**src/rtl/morse_pkg.sv**
```systemverilog
// Shared types and defaults for the Morse symbol assembler.
package morse_pkg;

  typedef enum logic [1:0] {
    StIdle,
    StCollect,
    StWaitWord
  } state_e;

  // Defaults assume a 100 kHz tick: 700 ms letter gap, 1.5 s word gap.
  localparam int unsigned LETTER_GAP_TH = 70000;
  localparam int unsigned WORD_GAP_TH   = 150000;
  localparam int unsigned MAX_SYM       = 5;

  localparam logic [7:0] ASCII_UNKNOWN = 8'h3F;

endpackage

```
**src/rtl/morse_symbol_assembler_if.sv**
```systemverilog
// Symbol-in / character-out bundle between the press classifier, the assembler and the text stage.
interface morse_symbol_assembler_if #(
  parameter int unsigned MAX_SYM = morse_pkg::MAX_SYM
);
  localparam int unsigned LenW = $clog2(MAX_SYM + 1);

  logic            btn_in;
  logic            sym_valid;
  logic            sym_is_long;
  logic            char_valid;
  logic [MAX_SYM-1:0] char_pattern;
  logic [LenW-1:0] char_len;
  logic            char_err;
  logic [7:0]      char_ascii;
  logic            word_gap;
  logic            busy;

  modport master (
    output btn_in, sym_valid, sym_is_long,
    input  char_valid, char_pattern, char_len, char_err, char_ascii, word_gap, busy
  );

  modport slave (
    input  btn_in, sym_valid, sym_is_long,
    output char_valid, char_pattern, char_len, char_err, char_ascii, word_gap, busy
  );

endinterface

```
**src/rtl/morse_ascii_lut.sv**
```systemverilog
// Combinational (len, pattern) -> ASCII decode; bit 0 is the first symbol, 1 = dash.
module morse_ascii_lut
  import morse_pkg::*;
(
  input  logic [2:0] len,
  input  logic [4:0] pattern,
  output logic [7:0] ascii
);

  always_comb begin
    ascii = ASCII_UNKNOWN;
    case ({len, pattern})
      {3'd2, 5'b00010}: ascii = 8'h41; // A
      {3'd4, 5'b00001}: ascii = 8'h42; // B
      {3'd4, 5'b00101}: ascii = 8'h43; // C
      {3'd3, 5'b00001}: ascii = 8'h44; // D
      {3'd1, 5'b00000}: ascii = 8'h45; // E
      {3'd4, 5'b00100}: ascii = 8'h46; // F
      {3'd3, 5'b00011}: ascii = 8'h47; // G
      {3'd4, 5'b00000}: ascii = 8'h48; // H
      {3'd2, 5'b00000}: ascii = 8'h49; // I
      {3'd4, 5'b01110}: ascii = 8'h4A; // J
      {3'd3, 5'b00101}: ascii = 8'h4B; // K
      {3'd4, 5'b00010}: ascii = 8'h4C; // L
      {3'd2, 5'b00011}: ascii = 8'h4D; // M
      {3'd2, 5'b00001}: ascii = 8'h4E; // N
      {3'd3, 5'b00111}: ascii = 8'h4F; // O
      {3'd4, 5'b00110}: ascii = 8'h50; // P
      {3'd4, 5'b01011}: ascii = 8'h51; // Q
      {3'd3, 5'b00010}: ascii = 8'h52; // R
      {3'd3, 5'b00000}: ascii = 8'h53; // S
      {3'd1, 5'b00001}: ascii = 8'h54; // T
      {3'd3, 5'b00100}: ascii = 8'h55; // U
      {3'd4, 5'b01000}: ascii = 8'h56; // V
      {3'd3, 5'b00110}: ascii = 8'h57; // W
      {3'd4, 5'b01001}: ascii = 8'h58; // X
      {3'd4, 5'b01101}: ascii = 8'h59; // Y
      {3'd4, 5'b00011}: ascii = 8'h5A; // Z
      {3'd5, 5'b11111}: ascii = 8'h30; // 0
      {3'd5, 5'b11110}: ascii = 8'h31; // 1
      {3'd5, 5'b11100}: ascii = 8'h32; // 2
      {3'd5, 5'b11000}: ascii = 8'h33; // 3
      {3'd5, 5'b10000}: ascii = 8'h34; // 4
      {3'd5, 5'b00000}: ascii = 8'h35; // 5
      {3'd5, 5'b00001}: ascii = 8'h36; // 6
      {3'd5, 5'b00011}: ascii = 8'h37; // 7
      {3'd5, 5'b00111}: ascii = 8'h38; // 8
      {3'd5, 5'b01111}: ascii = 8'h39; // 9
      default:          ascii = ASCII_UNKNOWN;
    endcase
  end

endmodule

```
**src/rtl/morse_symbol_assembler.sv**
```systemverilog
// Groups dot/dash pulses into characters using release-gap timing; emits word-gap markers.
// Define MORSE_ASCII_DECODE_EN to build the ASCII decode on char_ascii (otherwise tied to 0).
module morse_symbol_assembler
  import morse_pkg::*;
#(
  parameter int unsigned LETTER_GAP_TH = morse_pkg::LETTER_GAP_TH,
  parameter int unsigned WORD_GAP_TH   = morse_pkg::WORD_GAP_TH,
  parameter int unsigned MAX_SYM       = morse_pkg::MAX_SYM
) (
  input logic                     clk,
  input logic                     rst,
  morse_symbol_assembler_if.slave bus
);

  localparam int unsigned CntW = $clog2(WORD_GAP_TH + 1);
  localparam int unsigned LenW = $clog2(MAX_SYM + 1);
  localparam logic [CntW-1:0] LetterLast = CntW'(LETTER_GAP_TH - 1);
  localparam logic [CntW-1:0] WordLast   = CntW'(WORD_GAP_TH - 1);
  localparam logic [CntW-1:0] CntMax     = CntW'(WORD_GAP_TH);
  localparam logic [LenW-1:0] LenMax     = LenW'(MAX_SYM);

  state_e             state_q, state_d;
  logic [CntW-1:0]    gap_cnt_q, gap_cnt_d;
  logic [MAX_SYM-1:0] shift_q, shift_d;
  logic [LenW-1:0]    len_q, len_d;
  logic               err_q, err_d;
  logic               char_valid_q, char_valid_d;
  logic               word_gap_q, word_gap_d;
  logic [MAX_SYM-1:0] pat_out_q, pat_out_d;
  logic [LenW-1:0]    len_out_q, len_out_d;
  logic               err_out_q, err_out_d;
  logic               quiet;

  // A cycle only counts toward a gap when the button is released and no symbol arrives.
  assign quiet = !bus.sym_valid && !bus.btn_in;

  always_comb begin
    state_d      = state_q;
    gap_cnt_d    = gap_cnt_q;
    shift_d      = shift_q;
    len_d        = len_q;
    err_d        = err_q;
    char_valid_d = 1'b0;
    word_gap_d   = 1'b0;
    pat_out_d    = pat_out_q;
    len_out_d    = len_out_q;
    err_out_d    = err_out_q;

    if (!quiet) begin
      gap_cnt_d = '0;
    end else if (gap_cnt_q != CntMax) begin
      gap_cnt_d = gap_cnt_q + CntW'(1);
    end

    unique case (state_q)
      StIdle: begin
        gap_cnt_d = '0;
        if (bus.sym_valid) begin
          shift_d = MAX_SYM'(bus.sym_is_long);
          len_d   = LenW'(1);
          err_d   = 1'b0;
          state_d = StCollect;
        end
      end
      StCollect: begin
        if (bus.sym_valid) begin
          if (len_q < LenMax) begin
            for (int unsigned i = 0; i < MAX_SYM; i++) begin
              if (LenW'(i) == len_q) shift_d[i] = bus.sym_is_long;
            end
            len_d = len_q + LenW'(1);
          end else begin
            err_d = 1'b1;
          end
        end else if (quiet && gap_cnt_q == LetterLast) begin
          char_valid_d = 1'b1;
          pat_out_d    = shift_q;
          len_out_d    = len_q;
          err_out_d    = err_q;
          state_d      = StWaitWord;
        end
      end
      StWaitWord: begin
        if (bus.sym_valid) begin
          shift_d = MAX_SYM'(bus.sym_is_long);
          len_d   = LenW'(1);
          err_d   = 1'b0;
          state_d = StCollect;
        end else if (quiet && gap_cnt_q == WordLast) begin
          word_gap_d = 1'b1;
          gap_cnt_d  = '0;
          state_d    = StIdle;
        end
      end
      default: state_d = StIdle;
    endcase
  end

  always_ff @(posedge clk or posedge rst) begin
    if (rst) begin
      state_q      <= StIdle;
      gap_cnt_q    <= '0;
      shift_q      <= '0;
      len_q        <= '0;
      err_q        <= 1'b0;
      char_valid_q <= 1'b0;
      word_gap_q   <= 1'b0;
      pat_out_q    <= '0;
      len_out_q    <= '0;
      err_out_q    <= 1'b0;
    end else begin
      state_q      <= state_d;
      gap_cnt_q    <= gap_cnt_d;
      shift_q      <= shift_d;
      len_q        <= len_d;
      err_q        <= err_d;
      char_valid_q <= char_valid_d;
      word_gap_q   <= word_gap_d;
      pat_out_q    <= pat_out_d;
      len_out_q    <= len_out_d;
      err_out_q    <= err_out_d;
    end
  end

`ifdef MORSE_ASCII_DECODE_EN
  logic [7:0] lut_ascii;
  logic [7:0] ascii_q, ascii_d;

  morse_ascii_lut u_ascii_lut (
    .len    (3'(len_q)),
    .pattern(5'(shift_q)),
    .ascii  (lut_ascii)
  );

  always_comb begin
    ascii_d = ascii_q;
    if (char_valid_d) begin
      ascii_d = (err_q || (32'(len_q) > 32'd5)) ? ASCII_UNKNOWN : lut_ascii;
    end
  end

  always_ff @(posedge clk or posedge rst) begin
    if (rst) begin
      ascii_q <= 8'h00;
    end else begin
      ascii_q <= ascii_d;
    end
  end

  assign bus.char_ascii = ascii_q;
`else
  assign bus.char_ascii = 8'h00;
`endif

  assign bus.char_valid   = char_valid_q;
  assign bus.char_pattern = pat_out_q;
  assign bus.char_len     = len_out_q;
  assign bus.char_err     = err_out_q;
  assign bus.word_gap     = word_gap_q;
  assign bus.busy         = (state_q != StIdle);

endmodule

```
**src/flat_wrapper.sv**
```systemverilog
// flat-port wrapper written by rule: the top's interface ports become plain ports
module morse_symbol_assembler_flat import morse_pkg::*;
#(
  parameter int unsigned LETTER_GAP_TH = morse_pkg::LETTER_GAP_TH,
  parameter int unsigned WORD_GAP_TH   = morse_pkg::WORD_GAP_TH,
  parameter int unsigned MAX_SYM       = morse_pkg::MAX_SYM
)
  (clk, rst, bus_btn_in, bus_sym_valid, bus_sym_is_long, bus_char_valid, bus_char_pattern, bus_char_len, bus_char_err, bus_char_ascii, bus_word_gap, bus_busy);
  morse_symbol_assembler_if #(.MAX_SYM(MAX_SYM)) bus_i ();
  input logic clk;
  input logic rst;
  input wire logic [$bits(bus_i.btn_in)-1:0] bus_btn_in;
  input wire logic [$bits(bus_i.sym_valid)-1:0] bus_sym_valid;
  input wire logic [$bits(bus_i.sym_is_long)-1:0] bus_sym_is_long;
  output wire logic [$bits(bus_i.char_valid)-1:0] bus_char_valid;
  output wire logic [$bits(bus_i.char_pattern)-1:0] bus_char_pattern;
  output wire logic [$bits(bus_i.char_len)-1:0] bus_char_len;
  output wire logic [$bits(bus_i.char_err)-1:0] bus_char_err;
  output wire logic [$bits(bus_i.char_ascii)-1:0] bus_char_ascii;
  output wire logic [$bits(bus_i.word_gap)-1:0] bus_word_gap;
  output wire logic [$bits(bus_i.busy)-1:0] bus_busy;
  assign bus_i.btn_in = bus_btn_in;
  assign bus_i.sym_valid = bus_sym_valid;
  assign bus_i.sym_is_long = bus_sym_is_long;
  assign bus_char_valid = bus_i.char_valid;
  assign bus_char_pattern = bus_i.char_pattern;
  assign bus_char_len = bus_i.char_len;
  assign bus_char_err = bus_i.char_err;
  assign bus_char_ascii = bus_i.char_ascii;
  assign bus_word_gap = bus_i.word_gap;
  assign bus_busy = bus_i.busy;
  morse_symbol_assembler #(.LETTER_GAP_TH(LETTER_GAP_TH), .WORD_GAP_TH(WORD_GAP_TH), .MAX_SYM(MAX_SYM)) u_core (.clk(clk), .rst(rst), .bus(bus_i));
endmodule
```
**config.mk**
```make
export PLATFORM = sky130hd
export DESIGN_NAME = morse_symbol_assembler_flat
export DESIGN_NICKNAME = d
export VERILOG_FILES = /design/src/rtl/morse_pkg.sv /design/src/rtl/morse_symbol_assembler_if.sv /design/src/rtl/morse_ascii_lut.sv /design/src/rtl/morse_symbol_assembler.sv /design/src/flat_wrapper.sv
export SDC_FILE = /design/constraint.sdc
export NUM_CORES = 1
export LEC_CHECK = 0
export CORE_AREA = 4 4 80 59
export CTS_BUF_LIST = sky130_fd_sc_hd__clkbuf_16
export DETAILED_ROUTE_END_ITERATION = 16
export DIE_AREA = 0 0 84 63
export GPL_ROUTABILITY_DRIVEN = 0
export PLACE_DENSITY = 0.76
export SYNTH_ARGS = -nofsm -noshare
export SYNTH_HDL_FRONTEND = slang
export SYNTH_HIERARCHICAL = 1
export SYNTH_SLANG_ARGS = --single-unit
```
**constraint.sdc**
```tcl
create_clock -name clk -period 2.4 [get_ports clk]
set_clock_uncertainty 0.05 [all_clocks]
set_input_delay 0.24 -clock clk [delete_from_list [all_inputs] [get_ports clk]]
set_output_delay 0.24 -clock clk [all_outputs]
set_load 0.005 [all_outputs]
```
==> impl_metrics.env <==
export IMPL_pre_cts_slack_ps=327
export IMPL_synthCells=208
export IMPL_clock_path_buffers=2
export IMPL_synth_edf_count=0
export IMPL_via_per_inst=5.55
export IMPL_finalCriticalPeriod_ps=2120
export IMPL_start_kind="register"
export IMPL_clock_latency_ps=280
export IMPL_synth_cell_types=47
export IMPL_fin_ws_ps=282
export IMPL_cts_tree="done"
export IMPL_syn_avg_cell_area_um2=10.2
export IMPL_num_vias=1542
export IMPL_finalCritPeriodShare=0.883
export IMPL_drt_iter0_drc=170
export IMPL_synth_warning_count=6
export IMPL_min_path_type="in2async"
export IMPL_post_cts_setup_buffer_count=0
export IMPL_setup_viol=0
export IMPL_core_area_mm2=0.00390
export IMPL_finalHoldViolations=0
export IMPL_power_density_mw_per_mm2=709
export IMPL_area_growth_pct=14.9
export IMPL_cts_sinks=40
export IMPL_place_inst=270
export IMPL_worst_slew_pin_slew_ps=650
export IMPL_maxSlewViolCount=0
export IMPL_htree_num_levels=2
export IMPL_fin_cells=278
export IMPL_cts_hold_buf=0
export IMPL_p_sw_mw=0.478
export IMPL_gr_usage_all_layers=0.164
export IMPL_grt_ovfl_total=0
export IMPL_grt_pass1_wl_mm=6.97
export IMPL_dpl_hpwl_mm=2.75
export IMPL_root_buffer="clkbuf_16"
export IMPL_timing_fmax_mhz=472
export IMPL_pwr_share_seq=0.474
export IMPL_vdd_drop_max_uv=435
export IMPL_fill_cells=320
export IMPL_ys_top_cells_by_area="dfrtp_1, mux2_2, ha_1"
export IMPL_synth_flop_cell="dfrtp_1"
export IMPL_ys_seq_elements=40
export IMPL_fp_row_count=19
export IMPL_cp_data_required_time_ps=2110
export IMPL_ys_seq_area_frac=0.473
export IMPL_grt_max_degree=41
export IMPL_drc=0
export IMPL_totalWireLength_mm=3.95
export IMPL_setup_tns_ps=0
export IMPL_drt_antenna_violating_nets=0
export IMPL_ios=25
export IMPL_cts_buffers=5
export IMPL_leakage_nw=1.08
export IMPL_clk_pin_slew_ps=60
export IMPL_antenna_found_initial=0
export IMPL_maxSlewHeadroom=0.561
export IMPL_async_flop_share=1.00
export IMPL_synth_area_mm2=0.00211
export IMPL_critPathMaxFanout=13
export IMPL_nets=237
export IMPL_rsz0062_at_grt="false"
export IMPL_port_buffers=16
export IMPL_synth_top_cell_area_share=0.473
export IMPL_start_util=0.542
export IMPL_fp_dieW_um=84
export IMPL_multi_input_area_um2=985
export IMPL_drv_cap=0
export IMPL_routedWlPerCell_um=14.2
export IMPL_drt_pass1_iter_count=4
export IMPL_num_antenna_cells=0
export IMPL_crit_type="reg2out"
export IMPL_final_core_util=0.623
export IMPL_p_clk_frac=0.364
export IMPL_status="finished, final reports clean"
export IMPL_comb_power_share=0.162
export IMPL_end_kind="primary output"
export IMPL_critPathArrivalTime_ps=1830
export IMPL_die_y_um=63
export IMPL_ctsResizeCount=0
export IMPL_drive_gt1_frac=0.115
export IMPL_synth_area_leader_cell="dfrtp_1"
export IMPL_internal_power_mw=1.24
export IMPL_seq_area_mm2=0.00100
export IMPL_grt_pass1_vias=1472
export IMPL_dieArea_mm2=0.00529
export IMPL_netSwitchingFraction=0.277
[synthesized netlist by cell type (all sizes together), types with 2 or more instances]
library cell,instances
nor4,2
inv,13
nand4,9
nand3,10
and4,3
nand2,12
mux2,10
o31ai,3
clkbuf,6
nor3,3
ha,7
o21ai,7
o311ai,2
nor2,16
a21oi,13
xor2,10
and3,4
nand2b,2
buf,11
o211ai,2
o22ai,2
or3,3
dfrtp,40
[layer usage]
metal	vias up	wire length (µm)	global-route usage
met4	0	59	0.0622
met2	61	1540	0.233
met1	712	2060	0.242
met5	-	0	0
li1	762	-	-
met3	7	282	0.0395
[cell families after synthesis]
family,share of synthesized area
AND/OR/NAND/NOR,0.192
flip-flops,0.473
AO/OA/AOI/OAI,0.114
buffers and inverters,0.0734
XOR/XNOR,0.0456
multiplexers,0.0580
adder cells (fa/ha/maj),0.0414
other,0.00177
[cell usage in the layout, fill, tap and decap left out, types with 2 or more instances in the layout]
cell / count
nand2b_1: 2
nand2_1: 12
nand3_1: 10
a21oi_1: 13
and3_1: 3
clkinv_2: 2
o31ai_1: 3
o21ai_0: 7
nor3_1: 2
nor2_1: 16
inv_1: 13
mux2_2: 10
clkbuf_16: 5
dfrtp_1: 40
and4_1: 3
xor2_1: 10
nand4_1: 9
or3_1: 3
o211ai_1: 2
ha_1: 7
buf_4: 4
o22ai_1: 2
conb_1: 8
clkdlybuf4s50_1: 16
[path summary, 6_finish.rpt]
kind                                               startpoint                                 end  slack, ps  cells past startpoint
worst max-delay path            u_core/state_q[0]$_DFFE_PP0P_                            bus_busy        280                      3
worst min-delay path                                      rst     u_core/bus.char_err$_DFFE_PP0P_        340                      3
worst max register to register  u_core/gap_cnt_q[9]$_DFF_PP0_  u_core/bus.char_len[1]$_DFFE_PP0P_        350                      5
worst min register to register  u_core/shift_q[1]$_DFFE_PP0P_       u_core/shift_q[1]$_DFFE_PP0P_        440                      2
max in group asynchronous                                 rst  u_core/bus.char_len[0]$_DFFE_PP0P_       1620                      3
min in group clk                u_core/shift_q[1]$_DFFE_PP0P_       u_core/shift_q[1]$_DFFE_PP0P_        440                      2
[power groups by stage]
stage	clock, mW	combinational (mW)	sequential [mW]
detailed placement	0	0.276	0.825
CTS	0.637	0.280	0.814
global placement	0	0.274	0.823
global route	0.676	0.329	0.827
floorplan	0	0.247	0.793
finish	0.627	0.279	0.816
[cell type report]
class,count,share of cell area
sequential,40,0.412
inverter,13,0.0201
clock inverter,3,0.00567
timing repair buffer,20,0.0783
clock buffer,5,0.0515
multi-input combinational,145,0.405
tap,52,0.0268
[sequential cells by signal, indices dropped and copies added, names as in the netlist]
name	count
u_core/bus.char_err	1
u_core/bus.char_len	3
u_core/bus.char_pattern	5
u_core/bus.char_valid	1
u_core/bus.word_gap	1
u_core/err_q	1
u_core/gap_cnt_q	18
u_core/len_q	3
u_core/shift_q	5
u_core/state_q	2
[critical path, stage by stage (launching register included)]
cell	delay (ps)
dfrtp_1	590
inv_1	230
nand2_1	200
clkdlybuf4s50_1	530
[per-stage QoR]
step                      total power [mW]  hold WS [ps]  area (µm²)
after floorplan                       1.04           340        2140
after global placement                1.10           429        2290
after detailed placement              1.10           426        2290
after CTS                             1.73           363        2430
after global routing                  1.83           395        2430
final                                 1.72           337        2430
(Power assumes the default switching activity.)
==> RTL change: new RTL, same flow settings <==
Take the reset off `shift_q` and load it in a clocked block of its own.
--- a/src/rtl/morse_symbol_assembler.sv
+++ b/src/rtl/morse_symbol_assembler.sv
@@ -102,3 +102,2 @@
       gap_cnt_q    <= '0;
-      shift_q      <= '0;
       len_q        <= '0;
@@ -113,3 +112,2 @@
       gap_cnt_q    <= gap_cnt_d;
-      shift_q      <= shift_d;
       len_q        <= len_d;
@@ -122,2 +120,6 @@
     end
+  end
+
+  always_ff @(posedge clk) begin
+    shift_q <= shift_d;
   end
Function: same outputs for any inputs over 10 cycles, from zero or initial values and one cycle with rst high; that may be too few to reach the edited logic, so the function may still have changed.
==> RTL change against the unedited design <==
Design area grew 2.0%; total power increased by 0.68%; sequential cell count unchanged; cell count shrank 3.2%; routed wire length increased by 1.4%; register-to-register slack worse by 140 ps; combinational power fell by 20%; worst setup slack worse by 71 ps; area after synthesis fell by 0.47%; global-route usage grew 0.23 points; worst hold slack got worse by 31 ps; critical endpoint is now u_core/bus.char_pattern[3]$_DFFE_PP0P_; highest routed layer unchanged.
==> RTL change: results (changes against the unedited design) <==
- Status: completed (unchanged)
- DR vias: 1445 (was 1542)
- HPWL after DPL: 2.80 mm (was 2.75 mm)
- Largest reg by FF count: u_core/gap_cnt_q (unchanged)
- Vias in the first global route: 1468 (was 1472)
- M1 GR Usage: 0.244 (was 0.242)
- Postcts setup bufs: 0 (unchanged)
- Clock latency on the worst-skew pair: 280 ps (about the same)
- CP Data Arrival Time: 2300 ps (was 1830 ps)
- Post-synth EDFFs: 5 (was 0)
- First-pass GRT wire length: 7.02 mm (was 6.97 mm)
- DRC Markers: 0 (unchanged)
- Wire per inst: 14.9 um (was 14.2 um)
- Post-synthesis adder-cell area fraction: 0.0416 (was 0.0414)
- Worst-Margin Slew: 543 ps (was 650 ps)
- CP delay by family, top: simple AND/OR/NAND/NOR gates (was buffers and inverters)
- Final Hold Vio Count: 0 (unchanged)
- Yosys cell types: 46 (was 47)
- DR iter-0 viols: 118 (was 170)
- Minimum clock period: 2190 ps (was 2120 ps)
- FF-to-FF End: u_core/bus.char_pattern[3]$_DFFE_PP0P_ (was u_core/bus.char_len[1]$_DFFE_PP0P_)
- R2R depth: 4 (was 5)
- Post-Place Setup Slack: 38.4 ps (was 327 ps)
- Max stage delay cell, worst path: or4b_4 (was dfrtp_1)
- Met2 GRT Util: 0.230 (was 0.233)
- P_leak: 0.999 nW (was 1.08 nW)
- R2r setup slk: 210 ps (was 350 ps)
- M3 GR Usage: 0.0435 (was 0.0395)
- Syn. warnings: 6 (unchanged)
- Post-synth ARST share: 0.875 (was 1.00)
- WS Path Type: reg -> reg (was reg -> out)
- Critical Path Start: u_core/gap_cnt_q[10]$_DFF_PP0_ (was u_core/state_q[0]$_DFFE_PP0P_)
- Compound-gate portion of the synthesized area: 0.0785 (was 0.114)
- Total CTS buffers: 5 (unchanged)
- Max FFs per register: 18 (unchanged)
- Largest net degree at the start of global routing: 36 (was 41)
- Layout cells sized above 1: 0.157 (was 0.115)
- Worst IR Drop VDD: 464 uV (was 435 uV)
- Worst setup path end: u_core/bus.char_pattern[3]$_DFFE_PP0P_ (was bus_busy)
- CP peak stage delay: 570 ps (was 590 ps)
- Tot GR Track Use: 0.167 (was 0.164)
- Placed inst area: 2310 um^2 (was 2290 um^2)
- Most common library cells after synthesis: dfrtp_1, nor2_1, inv_1, a21oi_1, xnor2_1 (was dfrtp_1, nor2_1, a21oi_1, inv_1, nand2_1)
- Sequential area share after synthesis: 0.488 (was 0.473)
- Area contributors post-synth: dfrtp_1, edfxtp_1, mux2_4 (was dfrtp_1, mux2_2, ha_1)
- Nets: 228 (was 237)
- Multiplexer share of the synthesized area: 0.0672 (was 0.0580)
- Xor/xnor share of the synthesized area: 0.0499 (was 0.0456)
- Critical path fanouts, max: 11 (was 13)
[RTL change: power by group]
group | switching, mW | internal [mW] | leakage, nW
logic | 0.128 | 0.0948 | 0.401
registers | 0.0422 | 0.729 | 0.518
clock network | 0.253 | 0.488 | 0.0798
[RTL change: metal layers]
metal | vias to the layer above | wire length [um]
li1 | 713 | -
met2 | 51 | 1630
met5 | - | 0
met3 | 8 | 281
met1 | 673 | 2000
met4 | 0 | 88
[RTL change: metrics by stage]
step | hold WS, ps | cells
after global routing | 388 | 269
final | 306 | 269
after global placement | 411 | 261
after detailed placement | 417 | 261
after CTS | 329 | 269
after floorplan | 280 | 200
[RTL change: final cells by class]
class	instances	area (um^2)	share of cell area
inverters	14	52.6	0.0212
well taps	52	65.1	0.0263
clock inverters	3	42.5	0.0172
repair buffers	21	210	0.0848
clock buffers	5	125	0.0505
flip-flops and latches	40	1030	0.414
multi-input cells	134	956	0.386
